--- src/rtl/forward_exec_stage_pkg.sv ---
// ---------------------------------------------------------------------------
// forward_exec_stage_pkg
// Shared encodings for the execute/forwarding slice of the pipeline: opcode
// classes, ALU operation codes, operand-source (forwarding) select codes and
// the load/store opcodes. The decode/dependency block imports the same
// package, so both sides agree on every code point.
// ---------------------------------------------------------------------------
package forward_exec_stage_pkg;

    localparam int DATA_W = 8;
    localparam int REG_W  = 5;
    localparam int OP_W   = 5;

    // Instruction class is carried in Op_ex[4:3]
    typedef enum logic [1:0] {
        CLS_ALU_RR = 2'b00,
        CLS_ALU_RI = 2'b01,
        CLS_MEM    = 2'b10,
        CLS_JUMP   = 2'b11
    } op_class_e;

    // ALU operation is carried in Op_ex[2:0] for both ALU classes
    typedef enum logic [2:0] {
        ALU_ADD = 3'd0,
        ALU_SUB = 3'd1,
        ALU_AND = 3'd2,
        ALU_OR  = 3'd3,
        ALU_XOR = 3'd4,
        ALU_NOT = 3'd5,
        ALU_SHL = 3'd6,
        ALU_SHR = 3'd7
    } alu_op_e;

    // Operand source selects produced by the dependency logic
    typedef enum logic [1:0] {
        SRC_RF  = 2'b00,
        SRC_EX  = 2'b01,
        SRC_MEM = 2'b10,
        SRC_WB  = 2'b11
    } src_sel_e;

    localparam logic [OP_W-1:0] OP_LOAD  = 5'b10100;
    localparam logic [OP_W-1:0] OP_STORE = 5'b10101;

    function automatic op_class_e op_class(input logic [OP_W-1:0] op);
        return op_class_e'(op[4:3]);
    endfunction

    function automatic logic is_alu(input logic [OP_W-1:0] op);
        return (op_class(op) == CLS_ALU_RR) || (op_class(op) == CLS_ALU_RI);
    endfunction

    function automatic logic is_load(input logic [OP_W-1:0] op);
        return op == OP_LOAD;
    endfunction

    function automatic logic is_load_store(input logic [OP_W-1:0] op);
        return (op == OP_LOAD) || (op == OP_STORE);
    endfunction

    // Only ALU results and loaded data are written back to the register file
    function automatic logic writes_back(input logic [OP_W-1:0] op);
        return is_alu(op) || is_load(op);
    endfunction

endpackage

--- src/rtl/exec_alu.sv ---
// ---------------------------------------------------------------------------
// exec_alu
// Purely combinational 8-bit ALU used by the execute stage. All arithmetic
// wraps; carries and shifted-out bits are discarded. Shifts are logical and
// use only the low three bits of operand b.
//
// Ports
//   a, b    in  8  operands (already forwarded / immediate-selected)
//   op      in  3  ALU operation code (alu_op_e)
//   result  out 8  operation result
//   zero    out 1  result == 0
// ---------------------------------------------------------------------------
module exec_alu
    import forward_exec_stage_pkg::*;
(
    input  logic [7:0] a,
    input  logic [7:0] b,
    input  logic [2:0] op,
    output logic [7:0] result,
    output logic       zero
);

    alu_op_e op_e;

    assign op_e = alu_op_e'(op);

    always_comb begin
        result = '0;
        case (op_e)
            ALU_ADD: result = a + b;
            ALU_SUB: result = a - b;
            ALU_AND: result = a & b;
            ALU_OR:  result = a | b;
            ALU_XOR: result = a ^ b;
            ALU_NOT: result = ~a;
            ALU_SHL: result = a << b[2:0];
            ALU_SHR: result = a >> b[2:0];
            default: result = '0;
        endcase
    end

    assign zero = (result == 8'h00);

endmodule

--- src/rtl/forward_exec_stage.sv ---
// ---------------------------------------------------------------------------
// forward_exec_stage
// Execute stage with operand forwarding plus the EX, MEM and WB pipeline
// registers behind it. One instruction is accepted every cycle.
//
// Ports
//   Clkk, Rst                 clock (rising edge) / async active-high reset
//   Op_ex                     opcode of the instruction in EX
//   mux_sel_a, mux_sel_b      operand source: RF / EX / MEM / WB result
//   imm_sel, imm              replace operand B by zero-extended imm
//   mem_en_dec, mem_rw_dec,   decoder memory controls (enable, write,
//   mem_mux_sel_dec           take memory data into MEM stage)
//   RW_dec                    destination register number
//   rf_a, rf_b, mem_rdata     register-file and data-memory read data
//   mem_en, mem_rw,           data-memory request, driven from the EX
//   mem_addr, mem_wdata       register during the following cycle
//   wb_en, wb_addr, wb_data   register-file write port from the WB register
//   zero_flag                 registered "ALU result was zero"
// ---------------------------------------------------------------------------
module forward_exec_stage
    import forward_exec_stage_pkg::*;
(
    input  logic       Clkk,
    input  logic       Rst,
    input  logic [4:0] Op_ex,
    input  logic [1:0] mux_sel_a,
    input  logic [1:0] mux_sel_b,
    input  logic       imm_sel,
    input  logic [7:0] imm,
    input  logic       mem_en_dec,
    input  logic       mem_rw_dec,
    input  logic       mem_mux_sel_dec,
    input  logic [4:0] RW_dec,
    input  logic [7:0] rf_a,
    input  logic [7:0] rf_b,
    input  logic [7:0] mem_rdata,
    output logic       mem_en,
    output logic       mem_rw,
    output logic [7:0] mem_addr,
    output logic [7:0] mem_wdata,
    output logic       wb_en,
    output logic [4:0] wb_addr,
    output logic [7:0] wb_data,
    output logic       zero_flag
);

    // EX register
    logic       ex_valid;
    logic       ex_we;
    logic       ex_mem_en;
    logic       ex_mem_rw;
    logic       ex_mem_sel;
    logic [7:0] ex_res;
    logic [4:0] ex_dst;
    logic [7:0] ex_sdata;

    // MEM register
    logic       mem_valid;
    logic       mem_we;
    logic [7:0] mem_res;
    logic [4:0] mem_dst;

    // WB register
    logic       wb_we;
    logic [7:0] wb_res;
    logic [4:0] wb_dst;

    logic       zero_q;

    // Decode of the incoming opcode
    logic       inst_alu;
    logic       inst_ldst;
    logic       inst_valid;

    logic [7:0] opnd_a;
    logic [7:0] opnd_b_fwd;
    logic [7:0] opnd_b;
    logic [7:0] alu_res;
    logic       alu_zero;
    logic [7:0] ex_next;

    // Memory NOPs and jumps carry no data through the pipe, so the data
    // registers keep their previous contents while they pass.
    assign inst_alu   = is_alu(Op_ex);
    assign inst_ldst  = is_load_store(Op_ex);
    assign inst_valid = inst_alu || inst_ldst;

    // Forwarding picks stage data regardless of that stage's write-enable
    always_comb begin
        opnd_a = rf_a;
        case (src_sel_e'(mux_sel_a))
            SRC_RF:  opnd_a = rf_a;
            SRC_EX:  opnd_a = ex_res;
            SRC_MEM: opnd_a = mem_res;
            SRC_WB:  opnd_a = wb_res;
            default: opnd_a = rf_a;
        endcase
    end

    always_comb begin
        opnd_b_fwd = rf_b;
        case (src_sel_e'(mux_sel_b))
            SRC_RF:  opnd_b_fwd = rf_b;
            SRC_EX:  opnd_b_fwd = ex_res;
            SRC_MEM: opnd_b_fwd = mem_res;
            SRC_WB:  opnd_b_fwd = wb_res;
            default: opnd_b_fwd = rf_b;
        endcase
    end

    // Store data is the forwarded B operand, taken before the immediate
    // replaces it as the address offset.
    assign opnd_b = imm_sel ? imm : opnd_b_fwd;

    exec_alu u_alu (
        .a      (opnd_a),
        .b      (opnd_b),
        .op     (Op_ex[2:0]),
        .result (alu_res),
        .zero   (alu_zero)
    );

    assign ex_next = inst_alu ? alu_res : (opnd_a + opnd_b);

    // EX register: memory controls are gated here so a stray decoder bit on
    // a non load/store opcode can never reach the memory port.
    always_ff @(posedge Clkk or posedge Rst) begin
        if (Rst) begin
            ex_valid   <= 1'b0;
            ex_we      <= 1'b0;
            ex_mem_en  <= 1'b0;
            ex_mem_rw  <= 1'b0;
            ex_mem_sel <= 1'b0;
            ex_res     <= '0;
            ex_dst     <= '0;
            ex_sdata   <= '0;
            zero_q     <= 1'b0;
        end else begin
            ex_valid   <= inst_valid;
            ex_we      <= writes_back(Op_ex);
            ex_mem_en  <= mem_en_dec && inst_ldst;
            ex_mem_rw  <= mem_rw_dec && inst_ldst;
            ex_mem_sel <= mem_mux_sel_dec && inst_ldst;
            if (inst_valid) begin
                ex_res   <= ex_next;
                ex_dst   <= RW_dec;
                ex_sdata <= opnd_b_fwd;
            end
            if (inst_alu) begin
                zero_q <= alu_zero;
            end
        end
    end

    // MEM register: loads take the memory read data, everything else the
    // EX result (for stores that is the address).
    always_ff @(posedge Clkk or posedge Rst) begin
        if (Rst) begin
            mem_valid <= 1'b0;
            mem_we    <= 1'b0;
            mem_res   <= '0;
            mem_dst   <= '0;
        end else begin
            mem_valid <= ex_valid;
            mem_we    <= ex_we;
            if (ex_valid) begin
                mem_res <= ex_mem_sel ? mem_rdata : ex_res;
                mem_dst <= ex_dst;
            end
        end
    end

    // WB register feeding the register-file write port
    always_ff @(posedge Clkk or posedge Rst) begin
        if (Rst) begin
            wb_we  <= 1'b0;
            wb_res <= '0;
            wb_dst <= '0;
        end else begin
            wb_we <= mem_we;
            if (mem_valid) begin
                wb_res <= mem_res;
                wb_dst <= mem_dst;
            end
        end
    end

    assign mem_en    = ex_mem_en;
    assign mem_rw    = ex_mem_rw;
    assign mem_addr  = ex_res;
    assign mem_wdata = ex_sdata;
    assign wb_en     = wb_we;
    assign wb_addr   = wb_dst;
    assign wb_data   = wb_res;
    assign zero_flag = zero_q;

endmodule

--- config.mk ---
export PLATFORM = sky130hd
export DESIGN_NAME = forward_exec_stage
export DESIGN_NICKNAME = d
export VERILOG_FILES = /design/src/rtl/forward_exec_stage_pkg.sv /design/src/rtl/exec_alu.sv /design/src/rtl/forward_exec_stage.sv
export SDC_FILE = /design/constraint.sdc
export NUM_CORES = 1
export LEC_CHECK = 0
export ABC_CLOCK_PERIOD_IN_PS = 8300
export BUFFER_PORTS_ARGS = -buffer_cell sky130_fd_sc_hd__buf_2
export CAP_MARGIN = 20
export CORE_UTILIZATION = 35
export CTS_CLUSTER_DIAMETER = 120
export DETAILED_ROUTE_END_ITERATION = 12
export MAX_ROUTING_LAYER = met4
export PLACE_DENSITY = 0.53
export SKIP_CTS_REPAIR_TIMING = 1
export SLEW_MARGIN = 20
export SYNTH_ARGS = -nofsm -noshare
export SYNTH_HDL_FRONTEND = slang
export SYNTH_HIERARCHICAL = 1
export SYNTH_SLANG_ARGS = --single-unit
--- constraint.sdc ---
create_clock -name Clkk -period 8.3 [get_ports Clkk]
set_input_delay 0 -clock Clkk [delete_from_list [all_inputs] [get_ports Clkk]]
set_output_delay 0 -clock Clkk [all_outputs]
set_load 0.05 [all_outputs]
### Yosys cells after proc, flatten, opt, wreduce, memory -nomap -nowiden

Cells that the tools add are included.

* flip-flop bits (word level): 56
* output and inout bits: 33
* word-level logic and storage cells: 58

* add/subtract/negate cells: 2
* eq/ne operators: 16
* shift-type cells: 2
* mux-type cells: 6
* bitwise gates (word level): 4
* reduce and logical (&&, ||, !) cells: 12

Operators by type and width (number)
* $pmux W8 S4: 2
* $pmux W8 S8: 1
* $mux W8: 3
* $eq A3 B3 Y1 const B: 4
* $eq A5 B5 Y1 const B: 2
* $add A8 B8 Y8: 1
* $and A8 B8 Y8: 1
* $eq A2 B2 Y1 const B: 4
* $logic_not A8 Y1: 1
* $not A8 Y8: 1
* $or A8 B8 Y8: 1
* $shl A8 B3 Y8: 1
* $shr A8 B3 Y8: 1
* $sub A8 B8 Y8: 1
* $xor A8 B8 Y8: 1
* $eq A2 B1 Y1 const B: 3
* $eq A3 B2 Y1 const B: 2
* $logic_not A2 Y1: 3
* $logic_or A1 B1 Y1: 4
* $eq A3 B1 Y1 const B: 1
* $logic_and A1 B1 Y1: 3
* $logic_not A3 Y1: 1

### Longest topological paths before layout

Gate-level depths: netlist of the first run.

* depth in word-level cells: 6
* depth in mapped cells: 18
* mapped depth without buffers: 16

### Hierarchy

The synthesis of the first run kept the hierarchy.

Modules (own cells, without submodules)
* forward_exec_stage: instances 1, cells an instance 225, area an instance 2935.3 sq um
* exec_alu: instances 1, cells an instance 203, area an instance 1602.8 sq um

### Least setup slack after synthesis of the first run

Ideal clock, no wire load.

* path type: reg2reg
* from: reg ex_res[0], in the netlist mem_addr[0]
* to: reg zero_q, in the netlist zero_flag
* setup time: 0.067 ns
* data arrival time: 4.068 ns
* required time: 8.233 ns
* setup slack: 4.166 ns
* stages on the path, launching flop included: 17
* path buffers: 2
* period minus slack after synthesis: 4.134 ns
* cell sequence: dfrtp_1 -> mux4_1 -> mux2_2 -> buf_6 -> buf_8 -> inv_1 -> ha_1 -> nor2_1 -> xnor2_1 -> ha_1 -> or2_2 -> o21a_1 -> o41a_1 -> xnor2_1 -> a211o_1 -> nor4_2 -> mux2_2

* word-level cells in the longest chain between the ends: 5
* elaborated cells on any way between the ends: 13
* those cells by class: add/sub: 2; shift: 2; mux: 4; bitwise: 4; reduce/logical: 1

Ends and longest elaborated chain
* start, declared: line forward_exec_stage.sv:53 `logic [7:0] ex_res;`
* start signal, assigned: line forward_exec_stage.sv:145 `ex_res <= ex_next;`
* $pmux W8 S4 (*): line forward_exec_stage.sv:102 `case (src_sel_e'(mux_sel_b))`
* $mux W8 (*): line forward_exec_stage.sv:113 `assign opnd_b = imm_sel ? imm : opnd_b_fwd;`
* named net opnd_b[0]: line forward_exec_stage.sv:77 `logic [7:0] opnd_b;`
* $sub A8 B8 Y8 (tied with other cells): line exec_alu.sv:31 `ALU_SUB: result = a - b;`
* $pmux W8 S8 (*): line exec_alu.sv:29 `case (op_e)`
* named net alu_res[7]: line forward_exec_stage.sv:78 `logic [7:0] alu_res;`
* $logic_not A8 Y1 (*): line exec_alu.sv:42 `assign zero = (result == 8'h00);`
* named net alu_zero: line forward_exec_stage.sv:79 `logic alu_zero;`
* end signal, assigned: line forward_exec_stage.sv:150 `zero_q <= alu_zero;`
* end, declared: line forward_exec_stage.sv:68 `logic zero_q;`

The timed path passes the listed nets; every way through them passes the cells marked *.
A chain may end at the register's enable or synchronous reset.

### Worst setup path in the final report of the first run

* from: reg ex_res[1], in the netlist mem_addr[1]
* to: reg zero_q, in the netlist zero_flag

The elaborated chain is that of the path after synthesis.

==> results of run 1 <==
## how the worst max path moves through the flow
| stage | endpoint | start | cells after the start |
|---|---|---|---|
| finish | zero_flag$_DFFE_PP0P_ | mem_addr[1]$_DFFE_PP0P_ | 15 |
| global route | zero_flag$_DFFE_PP0P_ | mem_addr[1]$_DFFE_PP0P_ | 15 |
| CTS | zero_flag$_DFFE_PP0P_ | mem_addr[1]$_DFFE_PP0P_ | 15 |
| detailed placement | zero_flag$_DFFE_PP0P_ | mem_addr[1]$_DFFE_PP0P_ | 15 |
| global placement | zero_flag$_DFFE_PP0P_ | mem_addr[1]$_DFFE_PP0P_ | 15 |
| floorplan | zero_flag$_DFFE_PP0P_ | mem_addr[0]$_DFFE_PP0P_ | 16 |
## through the flow
stage	instances	hold WS, ps	setup slack, ps	total power (µW)	cell area, µm²
2_1_floorplan	428	112	4170	1040	4540
3_5_place_dp	661	238	3970	1240	5030
3_3_place_gp	661	233	4090	1230	5030
6_report	679	6.85	3960	1470	5290
4_1_cts	669	-88.8	3940	1470	5190
5_1_grt	679	8.69	3600	1570	5290
## cells in the final DEF (no fill, tap or decap), drive strengths merged, types with 18 or more instances in the layout
master and count:
o21ai 18, nand2 22, mux4 18, ha 32, mux2i 28, inv 26
dfrtp 56, buf 85, a21oi 23, nor2 30, mux2 39
## critical path: cells and delay by family (launching register included)
family                   cells  cell delay (ps)
XOR/XNOR                     2              270
buffers and inverters        2              600
AO/OA/AOI/OAI                3              910
multiplexers                 3              970
AND/OR/NAND/NOR              3              620
flip-flops                   1              430
adder cells (fa/ha/maj)      2              490
## where the power goes
part | switching [µW] | internal [µW]
Clock | 106 | 115
Sequential | 61.4 | 338
Combinational | 526 | 322
Total | 694 | 775
## registers in the layout, summed over array words and instances (netlist names), 5 cells and up
register	cells
mem_dst	5
wb_data	8
mem_wdata	8
wb_addr	5
mem_addr	8
mem_res	8
ex_dst	5
## metal layers
metal  track usage  up-vias  wire length [µm]  part of all wire
li1              -     1733                 -                 -
met1         0.256     1806              5600              0.45
met2         0.335       91              6290              0.50
met3        0.0188       16               362             0.029
met4        0.0744        0               291             0.023
met5             -        -                 0                 0
## logic make-up after synthesis
kind of cell,after synthesis,share of synthesized area
fa+ha+maj,34,0.0970
compound gates,93,0.140
flops,56,0.309
simple gates,93,0.107
mux,85,0.258
buf+inv,49,0.0529
xor+xnor,18,0.0364
## final cells by class
cell class / count / area share
timing repair buffer: 95 / 0.0999
sequential: 56 / 0.265
clock inverter: 3 / 0.00521
multi-input combinational: 323 / 0.548
tap: 172 / 0.0407
inverter: 25 / 0.0177
clock buffer: 5 / 0.0237
## synth_stat cells, types with 3 or more instances
master	instances	area share
nor2_1	30	0.025
o211ai_1	5	0.0083
nand3_1	3	0.0033
inv_1	24	0.020
a211oi_1	5	0.0083
mux2_2	38	0.094
mux4_1	8	0.046
and3_1	4	0.0055
a22oi_1	3	0.0050
nor2b_1	5	0.0069
buf_6	4	0.0099
nand2b_1	6	0.0083
buf_2	5	0.0055
ha_1	32	0.088
dfrtp_1	56	0.31
xor2_1	6	0.012
or2_2	3	0.0041
a21o_1	4	0.0066
nand2_1	22	0.018
xnor2_1	11	0.021
mux2i_1	27	0.060
mux4_2	10	0.050
o21ai_0	16	0.018
a21oi_1	23	0.025
and2_1	6	0.0083
a32oi_1	3	0.0058
a31oi_1	9	0.012
clkbuf_1	10	0.0083
==> out/metrics.cfg, run 1 <==
[worst_hold_path]
hold_start=mem_rdata[7]
whs_endpoint=mem_res[7]$_DFFE_PP0P_
min_path_cells=3
holdCritPathClass=input port to register

[detailed_routing]
finalWirelength_um=12500
drcViolationCount=0
vias=3646
initialDrtViolationCount=166
wire_per_inst_um=18.5
drtAntennaViolNets=0
vias_per_cell=5.37
firstDrtPassIters=4

[clock_tree]
clk_pin_slew_ps=80
cts_max_path_buffers=2
clk_latency_ps=300
cts_sinks=56
cts-root-buf=clkbuf_16
cts_tree=yes
htree_levels=2
numCtsBuffers=5

[critical_path]
path_cells=mux4_1 > mux2i_1 > inv_1 > inv_2 > ha_1 > nor2_1 > xnor2_1 > ha_1 > or2_2 > o21a_1 > o41a_1 > xnor2_1 > a211o_1 > nor4_2 > mux2_2
r2r_end=zero_flag$_DFFE_PP0P_
start_kind=register
critPathRequiredTime_ps=8540
crit_fanout=17
r2r_slack_ps=3960
crit_type=register to register
critical_path.max_stage_delay_ps=540
reg2reg_depth=15
end_kind=register
worstPathArrival_ps=4580
r2r_start=mem_addr[1]$_DFFE_PP0P_
critical_path.slowest_cell=mux4_1

[synthesis]
ys_ff_latch=56
syn-num-nets=514
synth-edff-count=0
syn_area_mm2=0.00454
synth_ff_type=dfrtp_1
async_flop_share=1.00
synthCells=428
ys_seq_area_frac=0.309
avgSynthCellArea_um2=10.6
synth_cell_types=69
yosysWarnings=6

[floorplanning]
initial_core_util=0.360
rows=41
die_h_um=116
die-area_mm2=0.0134
coreArea_mm2=0.0126
io-pin-count=85
die_w_um=116

[sta]
max-slew-margin-rel=0.455
fin_skew_ps=8.35
hold_viol_final=0
slew_viol_final=0
fmax_mhz=230
rsz0062_at_grt=no
fin_crit_ps=4340
tightest_slew_ps=816
period_share=0.523
fin_tns_setup_ps=0
final-setup-viol-count=0

[place]
place_hpwl_um=9410
port_buffers=84
gp_congestion=0.900

[cells_and_area]
synthToLayoutAreaGrowth_pct=16.5
final_util=0.419
final_layout_size_suffix_gt1_frac=0.308
multiInputGateArea_mm2=0.00290
seqCellArea_mm2=0.00140
nNetsFinal=592
diodes=0
n_fill_cell=1282

[global_routing]
grt_pass1_wl_um=20000
grt.total_usage=0.202
grt_max_degree=57
grt_pass1_vias=3651
antenna_found_initial=0
grt-ovfl-total=0

[outcome]
outcome=finished clean

[power_and_ir_drop]
cellPowerDensity_mw_per_mm2=278
max-vdd-ir-drop_mv=0.155
p_leak_uw=0.00239

[flow_run]
max-cap-violations=0

Power figures use the tool's default switching activity.
==> run 2, diff against run 1 <==
- ABC_CLOCK_PERIOD_IN_PS: 8300 -> 4500
- clock period: 8.3 -> 4.5 ns (I/O delays scaled with it)
==> run 2 against run 1 <==
Net effect: power rose by 86%; first-iteration DRC count fell by 27%; worst setup slack got worse by 3400 ps; critical endpoint unchanged.
==> out/metrics.cfg, run 2 (synthesis results as in run 1) <==
[global_routing]
antenna_found_initial=0  ; unchanged
grt.total_usage=0.205  ; was 0.202
grt_pass1_vias=3770  ; was 3,651
grt_max_degree=57  ; unchanged
grt-ovfl-total=0  ; unchanged
grt_pass1_wl_um=20300  ; was 20,000 µm

[sta]
fin_tns_setup_ps=0  ; unchanged
hold_viol_final=0  ; unchanged
period_share=0.871  ; was 0.523
max-slew-margin-rel=0.484  ; was 0.455
fin_crit_ps=3920  ; was 4340 ps
fin_skew_ps=3.88  ; was 8.35 ps
final-setup-viol-count=0  ; unchanged
rsz0062_at_grt=no  ; unchanged
fmax_mhz=255  ; was 230 MHz
slew_viol_final=0  ; unchanged
tightest_slew_ps=774  ; was 816 ps

[flow_run]
max-cap-violations=0  ; unchanged

[cells_and_area]
final_layout_size_suffix_gt1_frac=0.314  ; was 0.308
multiInputGateArea_mm2=0.00290  ; unchanged
instances_no_fill=682  ; was 679
seqCellArea_mm2=0.00140  ; unchanged
nNetsFinal=595  ; was 592
final_common_cell=buf_2  ; unchanged
final_area_mm2=0.00531  ; was 0.00529 mm²
synthToLayoutAreaGrowth_pct=17.0  ; was 16.5%
diodes=0  ; unchanged
n_fill_cell=1259  ; was 1,282
final_cell_mix=84 x buf_2, 56 x dfrtp_1, 38 x mux2_2  ; unchanged

[place]
port_buffers=84  ; unchanged
post_dp_cell_area_mm2=0.00506  ; was 0.00503 mm²
place_hpwl_um=9620  ; was 9410 µm
dp_cells=665  ; was 661
gp_congestion=0.905  ; was 0.900

[critical_path]
r2r_start=mem_addr[0]$_DFFE_PP0P_  ; was mem_addr[1]$_DFFE_PP0P_
critPathRequiredTime_ps=4740  ; was 8540 ps
end_kind=register  ; unchanged
crit_type=register to register  ; unchanged
reg2reg_depth=14  ; was 15
r2r_slack_ps=580  ; was 3960 ps
start_kind=register  ; unchanged
crit_fanout=10  ; was 17
worstPathArrival_ps=4160  ; was 4580 ps
r2r_end=zero_flag$_DFFE_PP0P_  ; unchanged

[worst_hold_path]
hold_start=mem_rdata[5]  ; was mem_rdata[7]
whs_endpoint=mem_res[5]$_DFFE_PP0P_  ; was mem_res[7]$_DFFE_PP0P_
holdCritPathClass=input port to register  ; unchanged
min_path_cells=3  ; unchanged

[floorplanning]
die-area_mm2=0.0134  ; unchanged
io-pin-count=85  ; unchanged
die_w_um=116  ; unchanged
coreArea_mm2=0.0126  ; unchanged
initial_core_util=0.360  ; unchanged
rows=41  ; unchanged
die_h_um=116  ; unchanged

[power_and_ir_drop]
cellPowerDensity_mw_per_mm2=516  ; was 278 mW/mm²
p_leak_uw=0.00241  ; was 0.00239 µW
max-vdd-ir-drop_mv=0.309  ; was 0.155 mV

[clock_tree]
clk_pin_slew_ps=70  ; was 80 ps
htree_levels=2  ; unchanged
clk_latency_ps=300  ; about the same
cts-root-buf=clkbuf_16  ; unchanged
cts_tree=yes  ; unchanged
cts_max_path_buffers=2  ; unchanged
numCtsBuffers=5  ; unchanged
cts_sinks=56  ; unchanged

[detailed_routing]
finalWirelength_um=12600  ; was 12,500 µm
vias=3678  ; was 3,646
drtAntennaViolNets=0  ; unchanged
wire_per_inst_um=18.4  ; was 18.5 µm
drcViolationCount=0  ; unchanged
initialDrtViolationCount=122  ; was 166
firstDrtPassIters=4  ; unchanged
vias_per_cell=5.39  ; was 5.37

[outcome]
outcome=finished clean  ; unchanged

[run 2: cell count changes in the layout (fill, tap and decap cells not counted)]
cell,previous run,this run
buf_4,1,5
clkbuf_8,0,1
clkinv_4,1,0
clkinvlp_4,1,0
dlygate4sd3_1,10,9
inv_6,0,2
inv_8,1,0
[run 2: report_power, final]
group | internal, µW | switching [µW] | total, µW
combinational | 602 | 984 | 1590
sequential | 623 | 111 | 734
clock | 226 | 191 | 418
total | 1450 | 1290 | 2740
[run 2: metrics by stage]
| stage | total power, µW | worst slack (ps) | hold slack [ps] | utilization |
|---|---|---|---|---|
| 6_report | 2740 | 579 | 4.14 | 0.421 |
| 5_1_grt | 2930 | 303 | 21.5 | 0.421 |
| 4_1_cts | 2740 | 583 | -78.5 | 0.414 |
| 3_5_place_dp | 2310 | 612 | 238 | 0.401 |
| 3_3_place_gp | 2290 | 627 | 233 | 0.401 |
| 2_1_floorplan | 1930 | 366 | 112 | - |
[run 2: critical path, cell delays in order, from the launching register on]
cell     delay (ps)
dfrtp_1         420
mux4_1          530
mux2_2          320
buf_4           190
nor2_1          290
a21oi_1         140
xnor2_1         140
ha_1            330
o211a_1         130
o21a_1          120
o41a_1          380
xnor2_1         140
a211o_1         310
nor4_2          230
mux2_2          180
[run 2: cell type report]
cell class | instances | share of cell area
clock buffers | 6 | 0.0261
clock inverters | 2 | 0.00330
inverters | 25 | 0.0177
multi-input cells | 323 | 0.545
flip-flops and latches | 56 | 0.264
well taps | 172 | 0.0405
repair buffers | 98 | 0.103
[run 2: layer usage]
metal  wire, µm  up-vias  GRT usage
li1           -     1742          -
met1       5610     1816      0.257
met2       6200       98      0.343
met3        444       22     0.0204
met4        306        0     0.0726
met5          0        -          -
[run 2: how the worst max path moves through the flow]
stage	start	endpoint	slack (ps)
global placement	mem_addr[1]$_DFFE_PP0P_	zero_flag$_DFFE_PP0P_	630
finish	mem_addr[0]$_DFFE_PP0P_	zero_flag$_DFFE_PP0P_	580
detailed placement	mem_addr[1]$_DFFE_PP0P_	zero_flag$_DFFE_PP0P_	610
CTS	mem_addr[0]$_DFFE_PP0P_	zero_flag$_DFFE_PP0P_	580
global route	mem_addr[0]$_DFFE_PP0P_	zero_flag$_DFFE_PP0P_	300
floorplan	mem_addr[0]$_DFFE_PP0P_	zero_flag$_DFFE_PP0P_	370
==> run 3, diff against run 2 <==
- ABC_CLOCK_PERIOD_IN_PS: 4500 -> 4000
- CORE_ASPECT_RATIO: default -> 1.75
- clock period: 4.5 -> 4 ns (I/O delays scaled with it)
==> run 3 against run 2 <==
Net effect: non-clock buffer count is 6 higher; worst setup slack worse by 430 ps; power is 17% higher; critical path type unchanged; sequential share of layout area is 0.46 points lower; sequential power is 13% higher; register-to-register slack worse by 430 ps; highest routed layer unchanged; clock skew is 1.1 ps lower; via count is 0.84% higher.
==> out/metrics.cfg, run 3 (synthesis results as in run 1) <==
[power_and_ir_drop]
max-vdd-ir-drop_mv=0.359  ; was 0.309 mV
cellPowerDensity_mw_per_mm2=593  ; was 516 mW/mm²
p_total_uw=3210  ; was 2740 µW
p_leak_uw=0.00244  ; was 0.00241 µW

[cells_and_area]
synthToLayoutAreaGrowth_pct=19.4  ; was 17.0%
final_common_cell=buf_2  ; unchanged
instances_no_fill=684  ; was 682
nNetsFinal=601  ; was 595
n_fill_cell=1267  ; was 1,259
final_area_mm2=0.00542  ; was 0.00531 mm²
final_cell_mix=84 x buf_2, 53 x dfrtp_1, 38 x mux2_2  ; was 84 x buf_2, 56 x dfrtp_1, 38 x mux2_2
diodes=0  ; unchanged
final_layout_size_suffix_gt1_frac=0.343  ; was 0.314

[place]
place_hpwl_um=10700  ; was 9620 µm
place_ws_ps=105  ; was 612 ps
post_dp_cell_area_mm2=0.00510  ; was 0.00506 mm²
port_buffers=84  ; unchanged
dp_cells=667  ; was 665
gp_congestion=0.969  ; was 0.905

[critical_path]
critPathRequiredTime_ps=4240  ; was 4740 ps
crit_fanout=14  ; was 10
worstPathArrival_ps=4090  ; was 4160 ps
end_kind=register  ; unchanged
start_kind=register  ; unchanged
r2r_slack_ps=150  ; was 580 ps
crit_type=register to register  ; unchanged

[global_routing]
grt_max_degree=57  ; unchanged
grt.total_usage=0.218  ; was 0.205
grt_pass1_vias=3971  ; was 3,770
antenna_found_initial=0  ; unchanged
grt_pass1_wl_um=21400  ; was 20,300 µm
grt-ovfl-total=0  ; unchanged

[clock_tree]
htree_levels=2  ; unchanged
clk_pin_slew_ps=70  ; about the same
cts_tree=yes  ; unchanged
numCtsBuffers=5  ; unchanged
clk_latency_ps=300  ; about the same
cts_max_path_buffers=2  ; unchanged
cts-root-buf=clkbuf_16  ; unchanged
cts_sinks=56  ; unchanged

[floorplanning]
initial_core_util=0.361  ; was 0.360
rows=54  ; was 41
die-area_mm2=0.0134  ; about the same
die_w_um=88.1  ; was 116 µm
die_h_um=153  ; was 116 µm
coreArea_mm2=0.0126  ; about the same
io-pin-count=85  ; unchanged

[detailed_routing]
vias=3709  ; was 3,678
drtAntennaViolNets=0  ; unchanged
firstDrtPassIters=4  ; unchanged
finalWirelength_um=13500  ; was 12,600 µm
vias_per_cell=5.42  ; was 5.39
drcViolationCount=0  ; unchanged
initialDrtViolationCount=102  ; was 122
wire_per_inst_um=19.8  ; was 18.4 µm

[sta]
rsz0062_at_grt=no  ; unchanged
period_share=0.963  ; was 0.871
hold_viol_final=0  ; unchanged
slew_viol_final=0  ; unchanged
fin_tns_setup_ps=0  ; unchanged
final-setup-viol-count=0  ; unchanged
finalWorstSetupSlack_ps=148  ; was 579 ps
max-slew-margin-rel=0.501  ; was 0.484
fmax_mhz=260  ; was 255 MHz
fin_skew_ps=2.80  ; was 3.88 ps
fin_crit_ps=3850  ; was 3920 ps
tightest_slew_ps=749  ; was 774 ps

[flow_run]
max-cap-violations=0  ; unchanged

[outcome]
outcome=finished clean  ; unchanged

[worst_hold_path]
holdCritPathClass=input port to register  ; unchanged

-- run 3: per-layer routing --
layer	global-route usage	wire length, µm	vias to the layer above
li1	-	-	1744
met1	0.223	4890	1825
met2	0.399	7660	108
met3	0.0228	388	32
met4	0.107	592	0
met5	-	0	-
-- run 3: final timing paths --
path / start / end / cells after the start
min in group asynchronous: Rst / mem_res[0]$_DFFE_PP0P_ / 4
max in group asynchronous: Rst / mem_addr[1]$_DFFE_PP0P_ / 4
hold / removal: mem_rdata[4] / mem_res[4]$_DFFE_PP0P_ / 3
setup reg to reg: mem_addr[2]$_DFFE_PP0P_ / zero_flag$_DFFE_PP0P_ / 13
hold reg to reg: ex_we$_DFF_PP0_ / mem_we$_DFF_PP0_ / 0
setup / recovery: mem_addr[2]$_DFFE_PP0P_ / zero_flag$_DFFE_PP0P_ / 13
-- run 3: area by class of cell --
| class | count | area, µm² | share of cell area |
|---|---|---|---|
| clock buffer | 6 | 129 | 0.0238 |
| multi-input combinational | 323 | 2930 | 0.540 |
| inverter | 25 | 93.8 | 0.0173 |
| clock inverter | 2 | 60.1 | 0.0111 |
| sequential | 56 | 1410 | 0.259 |
| timing repair buffer | 104 | 593 | 0.109 |
| tap | 168 | 210 | 0.0388 |
-- run 3: worst max-delay path: stages (launching register included) --
cell     delay [ps]
dfrtp_1         430
mux4_1          550
mux2_2          440
inv_2           190
a31oi_1         110
xnor2_1         140
ha_1            340
o211a_1         150
o21a_1          140
o41a_1          400
xnor2_1         140
a211o_1         320
nor4_2          250
mux2_2          180
-- run 3: stage by stage --
step,hold WS (ps),utilization
floorplan,112,-
global placement,233,0.406
detailed placement,239,0.406
CTS,-75.3,0.421
global route,23.8,0.431
finish,7.66,0.431
-- run 3: power breakdown --
part / total [µW] / switching (µW) / internal [µW]
registers: 830 / 127 / 703
logic: 1820 / 1120 / 698
clock network: 565 / 205 / 359
total: 3210 / 1450 / 1760
